[config.mk]
export PLATFORM = sky130hd
export DESIGN_NAME = reg_bank_w
export DESIGN_NICKNAME = d
export VERILOG_FILES = /design/src/rtl/reg_bank_pkg.sv /design/src/rtl/reg_cell_w.sv /design/src/rtl/reg_bank_w.sv
export SDC_FILE = /design/constraint.sdc
export NUM_CORES = 1
export LEC_CHECK = 0
export BUFFER_PORTS_ARGS = -buffer_cell sky130_fd_sc_hd__clkbuf_2
export CAP_MARGIN = 40
export CORE_UTILIZATION = 25
export CTS_CLUSTER_SIZE = 25
export DETAILED_ROUTE_END_ITERATION = 10
export SLEW_MARGIN = 30
export SYNTH_ARGS = -nofsm -noshare
export SYNTH_HDL_FRONTEND = slang
export SYNTH_SLANG_ARGS = --single-unit
[constraint.sdc]
create_clock -name Clk -period 4.9 [get_ports Clk]
set_input_delay 0.49 -clock Clk [delete_from_list [all_inputs] [get_ports Clk]]
set_output_delay 0.49 -clock Clk [all_outputs]
set_load 0.005 [all_outputs]
[src/rtl/reg_bank_pkg.sv]
// Shared definitions for the addressed register bank.
//   op_e        : per-cell operation code (hold / increment / load / clear)
//   clog2_min1  : ceil(log2(n)), never less than 1, for address widths
package reg_bank_pkg;

  typedef enum logic [1:0] {
    OP_HOLD = 2'd0,
    OP_INC  = 2'd1,
    OP_LOAD = 2'd2,
    OP_CLR  = 2'd3
  } op_e;

  function automatic int unsigned clog2_min1(input int unsigned n);
    int unsigned r;
    r = $clog2(n);
    return (r < 1) ? 1 : r;
  endfunction

endpackage

[src/rtl/reg_cell_w.sv]
// One register of the bank plus its sticky overflow flag.
// Ports:
//   clk, rst   : clock, asynchronous active-high reset
//   op         : decoded operation for this cycle (already prioritised)
//   load_data  : value taken on OP_LOAD
//   q          : registered value
//   ovf        : sticky overflow flag, set when an increment carries out
module reg_cell_w
  import reg_bank_pkg::*;
#(
  parameter int unsigned WIDTH     = 8,
  parameter              RESET_VAL = 0,
  parameter bit          SATURATE  = 1'b0
) (
  input  logic             clk,
  input  logic             rst,
  input  op_e              op,
  input  logic [WIDTH-1:0] load_data,
  output logic [WIDTH-1:0] q,
  output logic             ovf
);

  localparam logic [WIDTH-1:0] RST_V = WIDTH'(RESET_VAL);

  logic [WIDTH-1:0] val_q, val_d;
  logic             ovf_q, ovf_d;
  logic [WIDTH:0]   sum;

  always_comb begin
    val_d = val_q;
    ovf_d = ovf_q;
    // Increment in WIDTH+1 bits; the carry-out is the overflow condition.
    sum   = {1'b0, val_q} + {{WIDTH{1'b0}}, 1'b1};
    case (op)
      OP_CLR: begin
        val_d = '0;
        ovf_d = 1'b0;
      end
      OP_LOAD: begin
        val_d = load_data;
        ovf_d = 1'b0;
      end
      OP_INC: begin
        if (sum[WIDTH]) begin
          val_d = SATURATE ? {WIDTH{1'b1}} : {WIDTH{1'b0}};
          ovf_d = 1'b1;
        end else begin
          val_d = sum[WIDTH-1:0];
        end
      end
      default: begin
        val_d = val_q;
        ovf_d = ovf_q;
      end
    endcase
  end

  always_ff @(posedge clk or posedge rst) begin
    if (rst) begin
      val_q <= RST_V;
      ovf_q <= 1'b0;
    end else begin
      val_q <= val_d;
      ovf_q <= ovf_d;
    end
  end

  assign q   = val_q;
  assign ovf = ovf_q;

endmodule

[src/rtl/reg_bank_w.sv]
// Bank of DEPTH write-enabled registers for the pointcloud datapath.
// Each register supports bus load, clear and increment (wrap or saturate)
// with a sticky per-register overflow flag.
// Ports:
//   Clk, Rst  : clock, asynchronous active-high reset
//   BusOut    : write data; WEN/WADDR select the single bus-written register
//   INC, CLR  : per-register increment / synchronous clear requests
//   RADDR     : read select for dout (0 when out of range)
//   dout      : combinational read of register RADDR (no write bypass)
//   dout_all  : all registers, register i at [i*WIDTH +: WIDTH]
//   ovf       : sticky per-register overflow flags
module reg_bank_w
  import reg_bank_pkg::*;
#(
  parameter int unsigned WIDTH     = 8,
  parameter int unsigned DEPTH     = 4,
  parameter int unsigned ADDR_W    = clog2_min1(DEPTH),
  parameter              RESET_VAL = 0,
  parameter bit          SATURATE  = 1'b0
) (
  input  logic                   Clk,
  input  logic                   Rst,
  input  logic [WIDTH-1:0]       BusOut,
  input  logic                   WEN,
  input  logic [ADDR_W-1:0]      WADDR,
  input  logic [DEPTH-1:0]       INC,
  input  logic [DEPTH-1:0]       CLR,
  input  logic [ADDR_W-1:0]      RADDR,
  output logic [WIDTH-1:0]       dout,
  output logic [DEPTH*WIDTH-1:0] dout_all,
  output logic [DEPTH-1:0]       ovf
);

  op_e              cell_op [DEPTH];
  logic [WIDTH-1:0] cell_q  [DEPTH];

  // Fixed priority per register: clear, then bus write, then increment.
  // A WADDR beyond DEPTH-1 matches no register, so the write is dropped.
  always_comb begin
    for (int unsigned i = 0; i < DEPTH; i++) begin
      cell_op[i] = OP_HOLD;
      if (CLR[i]) begin
        cell_op[i] = OP_CLR;
      end else if (WEN && (WADDR == ADDR_W'(i))) begin
        cell_op[i] = OP_LOAD;
      end else if (INC[i]) begin
        cell_op[i] = OP_INC;
      end
    end
  end

  for (genvar g = 0; g < DEPTH; g++) begin : g_cell
    reg_cell_w #(
      .WIDTH    (WIDTH),
      .RESET_VAL(RESET_VAL),
      .SATURATE (SATURATE)
    ) u_cell (
      .clk      (Clk),
      .rst      (Rst),
      .op       (cell_op[g]),
      .load_data(BusOut),
      .q        (cell_q[g]),
      .ovf      (ovf[g])
    );
    assign dout_all[g*WIDTH +: WIDTH] = cell_q[g];
  end

  // Compare-based mux so an out-of-range RADDR falls through to zero.
  always_comb begin
    dout = '0;
    for (int unsigned i = 0; i < DEPTH; i++) begin
      if (RADDR == ADDR_W'(i)) begin
        dout = cell_q[i];
      end
    end
  end

endmodule
**Word-level counts from Yosys, hierarchy flattened**

Cells that the tools add are included.

- Input bits: 23
- Register bits after elaboration: 36
- Memory bits (writable): 0
- Memory bits (read-only): 0
- Bits in latches: 0
- Logic and storage cells: 88
- Output and inout port bits: 44
- Memories kept: 0

- Multiply operators: 0
- Bitwise gates (word level): 0
- Divide/modulo/power cells: 0
- Magnitude comparators: 0
- Eq/ne operators: 22
- Reductions and logical operators: 22
- $add $sub $neg: 4
- Muxes and demuxes: 32
- Shifts and indexed selects: 0

Operators by type and width:

| operator | number |
|---|---|
| 8-bit case mux with 3 select lines | 4 |
| 8-bit 2-to-1 mux | 8 |
| 8-bit by 1-bit adder with 9-bit output (second input constant) | 4 |
| 2-bit equality test (second input constant) | 12 |
| 2-bit 2-to-1 mux | 8 |
| 2-bit by 1-bit equality test with 1-bit output (second input constant) | 6 |
| 3-bit nonzero test | 4 |
| 1-bit 2-to-1 mux | 8 |
| 2-bit by 1-bit inequality test with 1-bit output (second input constant) | 4 |
| 1-bit case mux with 2 select lines | 4 |
| 2-bit AND reduction | 4 |
| 2-bit nonzero test | 4 |
| 2-bit OR reduction | 4 |
| 1-bit logical AND | 4 |
| 2-bit zero test | 2 |

**Logic depth before layout (Yosys ltp)**

Gate-level depths: netlist of run 1.

- Word-level depth: 8
- Gate-level depth with buffers: 9
- Depth with buffers taken out: 8

**By module**

A second synthesis of run 1 with hierarchy kept.

- Cells, all modules: 306
- Area total of the unflattened synthesis: 2771.4 um2

Modules (own cells, without submodules):

| module | seq. area each (um2) | instances | cells each | area each (um2) |
|---|---|---|---|---|
| reg_cell_w (g_cell[1].u_cell ...) | 225.2 | 3 | 70 | 614.3 |
| reg_cell_w (g_cell[0].u_cell) | 225.2 | 1 | 74 | 648.1 |
| reg_bank_w | 0.0 | 1 | 22 | 280.3 |

**Least setup slack after synthesis of run 1**

No wires, ideal clock.

- Path kind: input-to-reg
- Start: input WADDR[0]
- End: register g_cell[0].u_cell.val_q[4]
- Arrival time: 2105 ps
- Stages on the path: 7
- Buffers on the path: 1
- Data required time: 4774 ps
- Slack: 2669 ps
- Library setup time: 126 ps
- Cell sequence: or3b_2 -> a21oi_1 -> inv_1 -> ha_1 -> clkbuf_1 -> a32o_1 -> a221o_1

- Word-level cells in the longest chain between the ends: 6
- Elaborated cells between the ends (all ways): 9
- Those cells by class: eq/ne (3); mux (3); reduce/logical (3)

Ends and longest elaborated chain:

| element | RTL line | text |
|---|---|---|
| start, declared | reg_bank_w.sv:25 | `input logic [ADDR_W-1:0] WADDR,` |
| 2-bit zero test (*) | reg_bank_w.sv:44 | `end else if (WEN && (WADDR == ADDR_W'(i))) begin` |
| 1-bit logical AND (*) | reg_bank_w.sv:44 |  |
| 2-bit 2-to-1 mux (*) | reg_bank_w.sv:44 |  |
| 2-bit 2-to-1 mux (*) | reg_bank_w.sv:42 | `if (CLR[i]) begin` |
| 2-bit by 1-bit equality test with 1-bit output or 2-bit equality test (tied branches) | reg_cell_w.sv:34 | `case (op)` |
| 8-bit case mux with 3 select lines or 3-bit nonzero test (tied branches) | -- |  |
| end signal, assigned | reg_cell_w.sv:63 | `val_q <= val_d;` |
| end, declared | reg_cell_w.sv:25 | `logic [WIDTH-1:0] val_q, val_d;` |

Mark *: on every way between the ends. The rest lies on a longest branch, timed or not.
A chain may end at the register's enable or synchronous reset.

**Worst setup path after layout of run 1**

- Start: input WADDR[0]
- End: register g_cell[2].u_cell.val_q[5]

- Word-level cells in the longest chain between the ends: 6
- Elaborated cells between the ends (all ways): 9
- Those cells by class: eq/ne (4); mux (3); reduce/logical (2)

Ends and longest elaborated chain:

| element | RTL line |
|---|---|
| 2-bit equality test (*) | reg_bank_w.sv:44 |
| 1-bit logical AND (*) | reg_bank_w.sv:44 |
| 2-bit 2-to-1 mux (*) | reg_bank_w.sv:44 |
| 2-bit 2-to-1 mux (*) | reg_bank_w.sv:42 |
| 2-bit by 1-bit equality test with 1-bit output or 2-bit equality test (tied branches) | reg_cell_w.sv:34 |
| 8-bit case mux with 3 select lines or 3-bit nonzero test (tied branches) | -- |
| end signal, assigned | reg_cell_w.sv:63 |
| end, declared | reg_cell_w.sv:25 |

Marked as above.

==> impl_metrics.py, run 1 <==
metrics = {
    "hold_path": {
        "hp-class": "in -> async",
    },
    "detailed_routing": {
        "num_vias": 2609,
        "viasPerCell": 5.41,
        "drt_iter0_markers": 156,
        "wl_um": 8480,
        "first_pass_iters": 5,
        "antenna_left": 0,
        "route.detailed.drc": 0,
        "wl_per_cell_um": 17.6,
    },
    "logic_synthesis": {
        "synthDistinctLibCells": 51,
        "ys.flop_type": "dfrtp_1",
        "synth_nets": 329,
        "synth_edf_count": 0,
        "avgSynthCellArea_um2": 9.16,
        "synth-seq-area-share_pct": 33.9,
        "synthArstFlopShare_pct": 100,
        "netlist_instances": 290,
        "yosysWarnings": 0,
        "netlist_area_um2": 2660,
        "ys_ff_latch": 36,
    },
    "setup_path": {
        "cp_max_fo": 10,
        "ff2ff_path_depth": 5,
        "start_kind": "input pin",
        "timing.rr.end": "g_cell[1].u_cell.q[0]$_DFFE_PP0P_",
        "r2r_start": "g_cell[1].u_cell.q[0]$_DFFE_PP0P_",
        "critPathSlowestCell": "ha_1",
        "path_class": "in -> reg",
        "slowest_delay_ns": 0.41,
        "r2r_slack_ns": 3.10,
        "cp_data_required_time_ns": 5.08,
        "cp-end-kind": "flop",
        "cp.arrival_ns": 2.49,
        "path_cells": "clkbuf_2 > nand3b_1 > a21oi_1 > ha_1 > or3b_1 > a31oi_4 > a21o_2 > a221o_1",
    },
    "global_route": {
        "grt_overflow": 0,
        "grt_max_degree": 37,
        "antenna_found_initial": 0,
        "grt_first_pass_wirelength_um": 13600,
        "grt_pass1_vias": 2419,
        "grt_usage_pct": 16.0,
    },
    "final_layout": {
        "diodes": 0,
        "fin_util_pct": 30.5,
        "synthToLayoutAreaGrowth_pct": 18.3,
        "final_common_cell": "clkbuf_2",
        "nets": 384,
        "layout_common_cells": "clkbuf_2 (66), dfrtp_1 (36), o21ai_0 (29), nand2_1 (27)",
        "drive_gt1_share_pct": 25.1,
        "fillers": 1077,
        "final-instance-count-excl-fill": 482,
        "multiInputGateArea_um2": 1570,
        "regArea_um2": 901,
    },
    "sta": {
        "clock.fmax_ghz": 0.432,
        "worst_pin_slew_ns": 0.569,
        "finalSetupViolations": 0,
        "layout_setup_ws_ns": 2.59,
        "rsz0062_at_grt": "false",
        "maxSlewViolCount": 0,
        "post-route-min-period_ns": 2.31,
        "setup_tns_ns": 0,
        "finalHoldViolations": 0,
        "slew_headroom_pct": 61.9,
        "fin_skew_ns": 0.00505,
        "fin_crit_sh_pct": 47.2,
    },
    "cts": {
        "cts.clk_slew.worst_paths_ns": 0.08,
        "cts_setup_buffers": 0,
        "root_buffer": "clkbuf_8",
        "cts_resized": 0,
        "cts-hold-fix-buffers": 0,
        "cts_made_buffers": 5,
        "cts.sinks": 36,
        "clkLatencyLatePin_ns": 0.28,
        "cts_tree": "done",
        "h-tree-depth": 2,
        "clk_path_buf_depth": 2,
    },
    "placement": {
        "place_ws_ns": 2.31,
        "placed_cells": 474,
        "port-buffer-count": 66,
        "dpl.hpwl_um": 6480,
        "place_congestion": 0.883,
    },
    "pwr": {
        "powerDensity_nw_per_um2": 225,
        "finalPower_w": 0.000708,
        "ir_drop_uv": 110,
        "p_leak_nw": 1.44,
    },
    "floorplanning": {
        "fp.dieH_um": 105,
        "die_x_um": 105,
        "rows": 37,
        "coreArea_um2": 10300,
        "dieArea_um2": 11000,
        "top_level_ports": 67,
        "start_util_pct": 25.7,
    },
    "flow_run": {
        "max-cap-violations": 0,
    },
    "status": {
        "status": "completed",
    },
}
-- report_power, final --
part | leakage [nW] | internal [W] | total (W) | switching [W]
clock | 0.0510 | 0.000112 | 0.000227 | 0.000115
sequential | 0.495 | 0.000310 | 0.000341 | 0.0000304
combinational | 0.895 | 0.0000606 | 0.000140 | 0.0000799
-- sequential cells by signal, indices dropped and copies added, names as in the netlist --
name and cells:
g_cell.u_cell.ovf 4, g_cell.u_cell.q 32
-- cells in the mapped netlist (all sizes together), types with 9 or more instances --
cell | count | area share (%)
a22oi | 9 | 2.5
nor2 | 11 | 1.6
inv | 20 | 2.8
o21ai | 29 | 5.5
dfrtp | 36 | 34
ha | 16 | 7.5
a22o | 10 | 3.3
nand3 | 20 | 3.8
nand2 | 27 | 3.8
buf | 10 | 2.9
clkbuf | 9 | 1.4
-- worst max path at each step --
stage | from | endpoint | cells after the start
2_1_floorplan | WADDR[0] | g_cell[0].u_cell.q[4]$_DFFE_PP0P_ | 7
3_3_place_gp | WADDR[0] | g_cell[0].u_cell.q[7]$_DFFE_PP0P_ | 8
3_5_place_dp | WADDR[0] | g_cell[2].u_cell.q[5]$_DFFE_PP0P_ | 8
4_1_cts | WADDR[0] | g_cell[2].u_cell.q[5]$_DFFE_PP0P_ | 8
5_1_grt | WEN | g_cell[0].u_cell.q[7]$_DFFE_PP0P_ | 8
6_report | WADDR[0] | g_cell[2].u_cell.q[5]$_DFFE_PP0P_ | 8
-- worst max-delay path, delay by kind of cell --
| kind | cells | cell delay (ns) |
|---|---|---|
| buffers and inverters | 1 | 0.11 |
| adders and majority gates | 1 | 0.41 |
| AOI/OAI and AO/OA | 4 | 0.86 |
| and+or+nand+nor | 2 | 0.62 |
-- routing by layer --
| layer | track usage [%] | routed length, um | up-vias |
|---|---|---|---|
| met1 | 23.2 | 3910 | 1226 |
| met3 | 3.37 | 686 | 18 |
| met2 | 23.5 | 3700 | 153 |
| met4 | 5.33 | 185 | 0 |
| li1 | - | - | 1212 |
| met5 | 0 | 0 | - |
-- logic make-up after synthesis --
logic type	count (synthesis)	share of synthesized area, %
simple gates	95	18.7
compound gates	92	24.6
buf+inv	39	7.11
flops	36	33.9
fa+ha+maj	16	7.53
mux	8	6.78
xor+xnor	4	1.32
-- final cells by class --
| class | instances | area share [%] |
|---|---|---|
| tap | 136 | 5.41 |
| sequential | 36 | 28.7 |
| clock buffer | 6 | 2.63 |
| clock inverter | 2 | 0.318 |
| inverter | 20 | 2.39 |
| multi-input combinational | 215 | 49.9 |
| timing repair buffer | 67 | 10.7 |
-- metrics by stage --
step,hold slack [ns],instance area (um2)
5_1_grt,0.334,3140
2_1_floorplan,0.476,2660
4_1_cts,0.306,3140
6_report,0.282,3140
3_3_place_gp,0.501,3050
3_5_place_dp,0.494,3050
No activity file was read; power rests on OpenSTA's default activity.
==> inputs of run 2 (changes only) <==
- clock period: 4.9 -> 1.9 ns (I/O delays scaled with it)
==> run 2 against run 1 <==
Against the previous run: sequential power increased to 2.5 times the previous value; first-iteration DRC count shrank 5.8%; design area is 7.6% higher; global-route usage increased by 0.44 points; via count is 1.7% higher; register-to-register slack lost 2.8 ns; wire length increased by 3.1%; highest routed layer unchanged.
==> impl_metrics.py, run 2 (synthesis results as in run 1) <==
metrics = {
    "status": {
        "status": "completed",
    },
    "sta": {
        "post-route-min-period_ns": 1.78,
        "maxSlewViolCount": 0,
        "fin_skew_ns": 0.00406,
        "fin_crit_sh_pct": 93.6,
        "whs_ns": 0.000443,
        "finalHoldViolations": 0,
        "finalSetupViolations": 0,
        "clock.fmax_ghz": 0.562,
        "slew_headroom_pct": 68.2,
        "worst_pin_slew_ns": 0.477,
        "rsz0062_at_grt": "false",
    },
    "cts": {
        "cts_tree": "done",
        "cts.clk_slew.worst_paths_ns": 0.08,
        "cts_made_buffers": 5,
        "h-tree-depth": 2,
        "cts.sinks": 36,
        "clk_path_buf_depth": 2,
        "cts-hold-fix-buffers": 0,
        "root_buffer": "clkbuf_8",
        "clkLatencyLatePin_ns": 0.28,
    },
    "hold_path": {
        "hp-class": "in -> async",
    },
    "setup_path": {
        "r2r_start": "g_cell[0].u_cell.q[1]$_DFFE_PP0P_",
        "ff2ff_path_depth": 4,
        "cp_max_fo": 8,
        "cp_data_required_time_ns": 2.12,
        "timing.rr.end": "g_cell[0].u_cell.q[4]$_DFFE_PP0P_",
        "cp-end-kind": "flop",
        "path_class": "in -> reg",
        "start_kind": "input pin",
        "r2r_slack_ns": 0.26,
        "cp.arrival_ns": 2.00,
    },
    "pwr": {
        "ir_drop_uv": 290,
        "finalPower_w": 0.00190,
        "p_leak_nw": 1.59,
        "powerDensity_nw_per_um2": 561,
    },
    "detailed_routing": {
        "first_pass_iters": 4,
        "drt_iter0_markers": 147,
        "route.detailed.drc": 0,
        "antenna_left": 0,
        "num_vias": 2654,
        "wl_per_cell_um": 17.1,
        "wl_um": 8740,
        "viasPerCell": 5.19,
    },
    "final_layout": {
        "nets": 413,
        "final_common_cell": "clkbuf_2",
        "synthToLayoutAreaGrowth_pct": 27.3,
        "diodes": 0,
        "fin_util_pct": 32.8,
        "largest_register_ff_count": 32,
        "final-instance-count-excl-fill": 511,
        "layout_common_cells": "clkbuf_2 (66), dfrtp_1 (36), buf_4 (30), o21ai_0 (29), nand2_1 (27)",
        "drive_gt1_share_pct": 32.8,
    },
    "placement": {
        "place_congestion": 0.868,
        "dpl.hpwl_um": 6780,
        "port-buffer-count": 66,
        "placed_cells": 503,
    },
    "global_route": {
        "antenna_found_initial": 0,
        "grt_usage_pct": 16.5,
        "grt_first_pass_wirelength_um": 14200,
        "grt_overflow": 0,
        "grt_max_degree": 37,
        "grt_pass1_vias": 2603,
    },
    "floorplanning": {
        "start_util_pct": 25.7,
        "coreArea_um2": 10300,
        "rows": 37,
        "dieArea_um2": 11000,
        "top_level_ports": 67,
        "die_x_um": 105,
        "fp.dieH_um": 105,
    },
    "flow_run": {
        "max-cap-violations": 0,
    },
}
==> run 2: how the worst max path moves through the flow <==
stage                     startpoint  depth (start not counted)  slack (ns)                                 to
final                       WADDR[0]                          9        0.12  g_cell[2].u_cell.q[5]$_DFFE_PP0P_
after global routing        WADDR[0]                          9       0.004  g_cell[2].u_cell.q[5]$_DFFE_PP0P_
after floorplan             WADDR[0]                          8        0.01  g_cell[0].u_cell.q[7]$_DFFE_PP0P_
after detailed placement    WADDR[0]                          9       -0.29  g_cell[2].u_cell.q[5]$_DFFE_PP0P_
after global placement      WADDR[0]                          9       -0.21  g_cell[2].u_cell.q[5]$_DFFE_PP0P_
after CTS                   WADDR[0]                          8        0.03  g_cell[2].u_cell.q[5]$_DFFE_PP0P_
==> run 2: cell type report <==
class | count | area [um2]
fillers | 1065 | 6940
multi-input cells | 215 | 1590
flip-flops and latches | 36 | 901
repair buffers | 96 | 556
well taps | 136 | 170
clock buffers | 8 | 90.1
inverters | 20 | 75.1
==> run 2: routing by layer <==
| layer | track usage [%] | up-vias | routed length (um) | part of all wire, % |
|---|---|---|---|---|
| met5 | 0 | - | 0 | 0 |
| met4 | 3.72 | 0 | 110 | 1.3 |
| met3 | 3.12 | 10 | 617 | 7.1 |
| met2 | 25.7 | 103 | 3940 | 45 |
| met1 | 23.5 | 1279 | 4070 | 47 |
| li1 | - | 1262 | - | - |
==> run 2: critical path, stage by stage <==
cell	delay, ns
clkbuf_2	0.11
nand3b_1	0.20
nor2b_2	0.24
inv_1	0.06
ha_1	0.29
or3b_4	0.44
a31oi_4	0.20
a21o_2	0.15
a221o_1	0.12
==> run 2: where the power goes <==
part | switching, W | internal [W] | leakage (nW)
clock network | 0.000280 | 0.000296 | 0.0455
logic | 0.000243 | 0.000217 | 1.05
registers | 0.0000613 | 0.000801 | 0.495
==> run 2: repair_timing <==
action,4_1_cts,5_1_grt
setup buffers,0,0
setup endpoints to repair,1,10
pin swaps,0,0
resized for setup,1,7
==> run 2: per-stage QoR <==
stage	worst slack [ns]	cell area (um2)	setup TNS [ns]
finish	0.122	3380	0
global route	0.00436	3380	0
CTS	0.0334	3370	0
detailed placement	-0.294	3270	-2.91
global placement	-0.208	3270	-1.99
floorplan	0.0127	2660	0
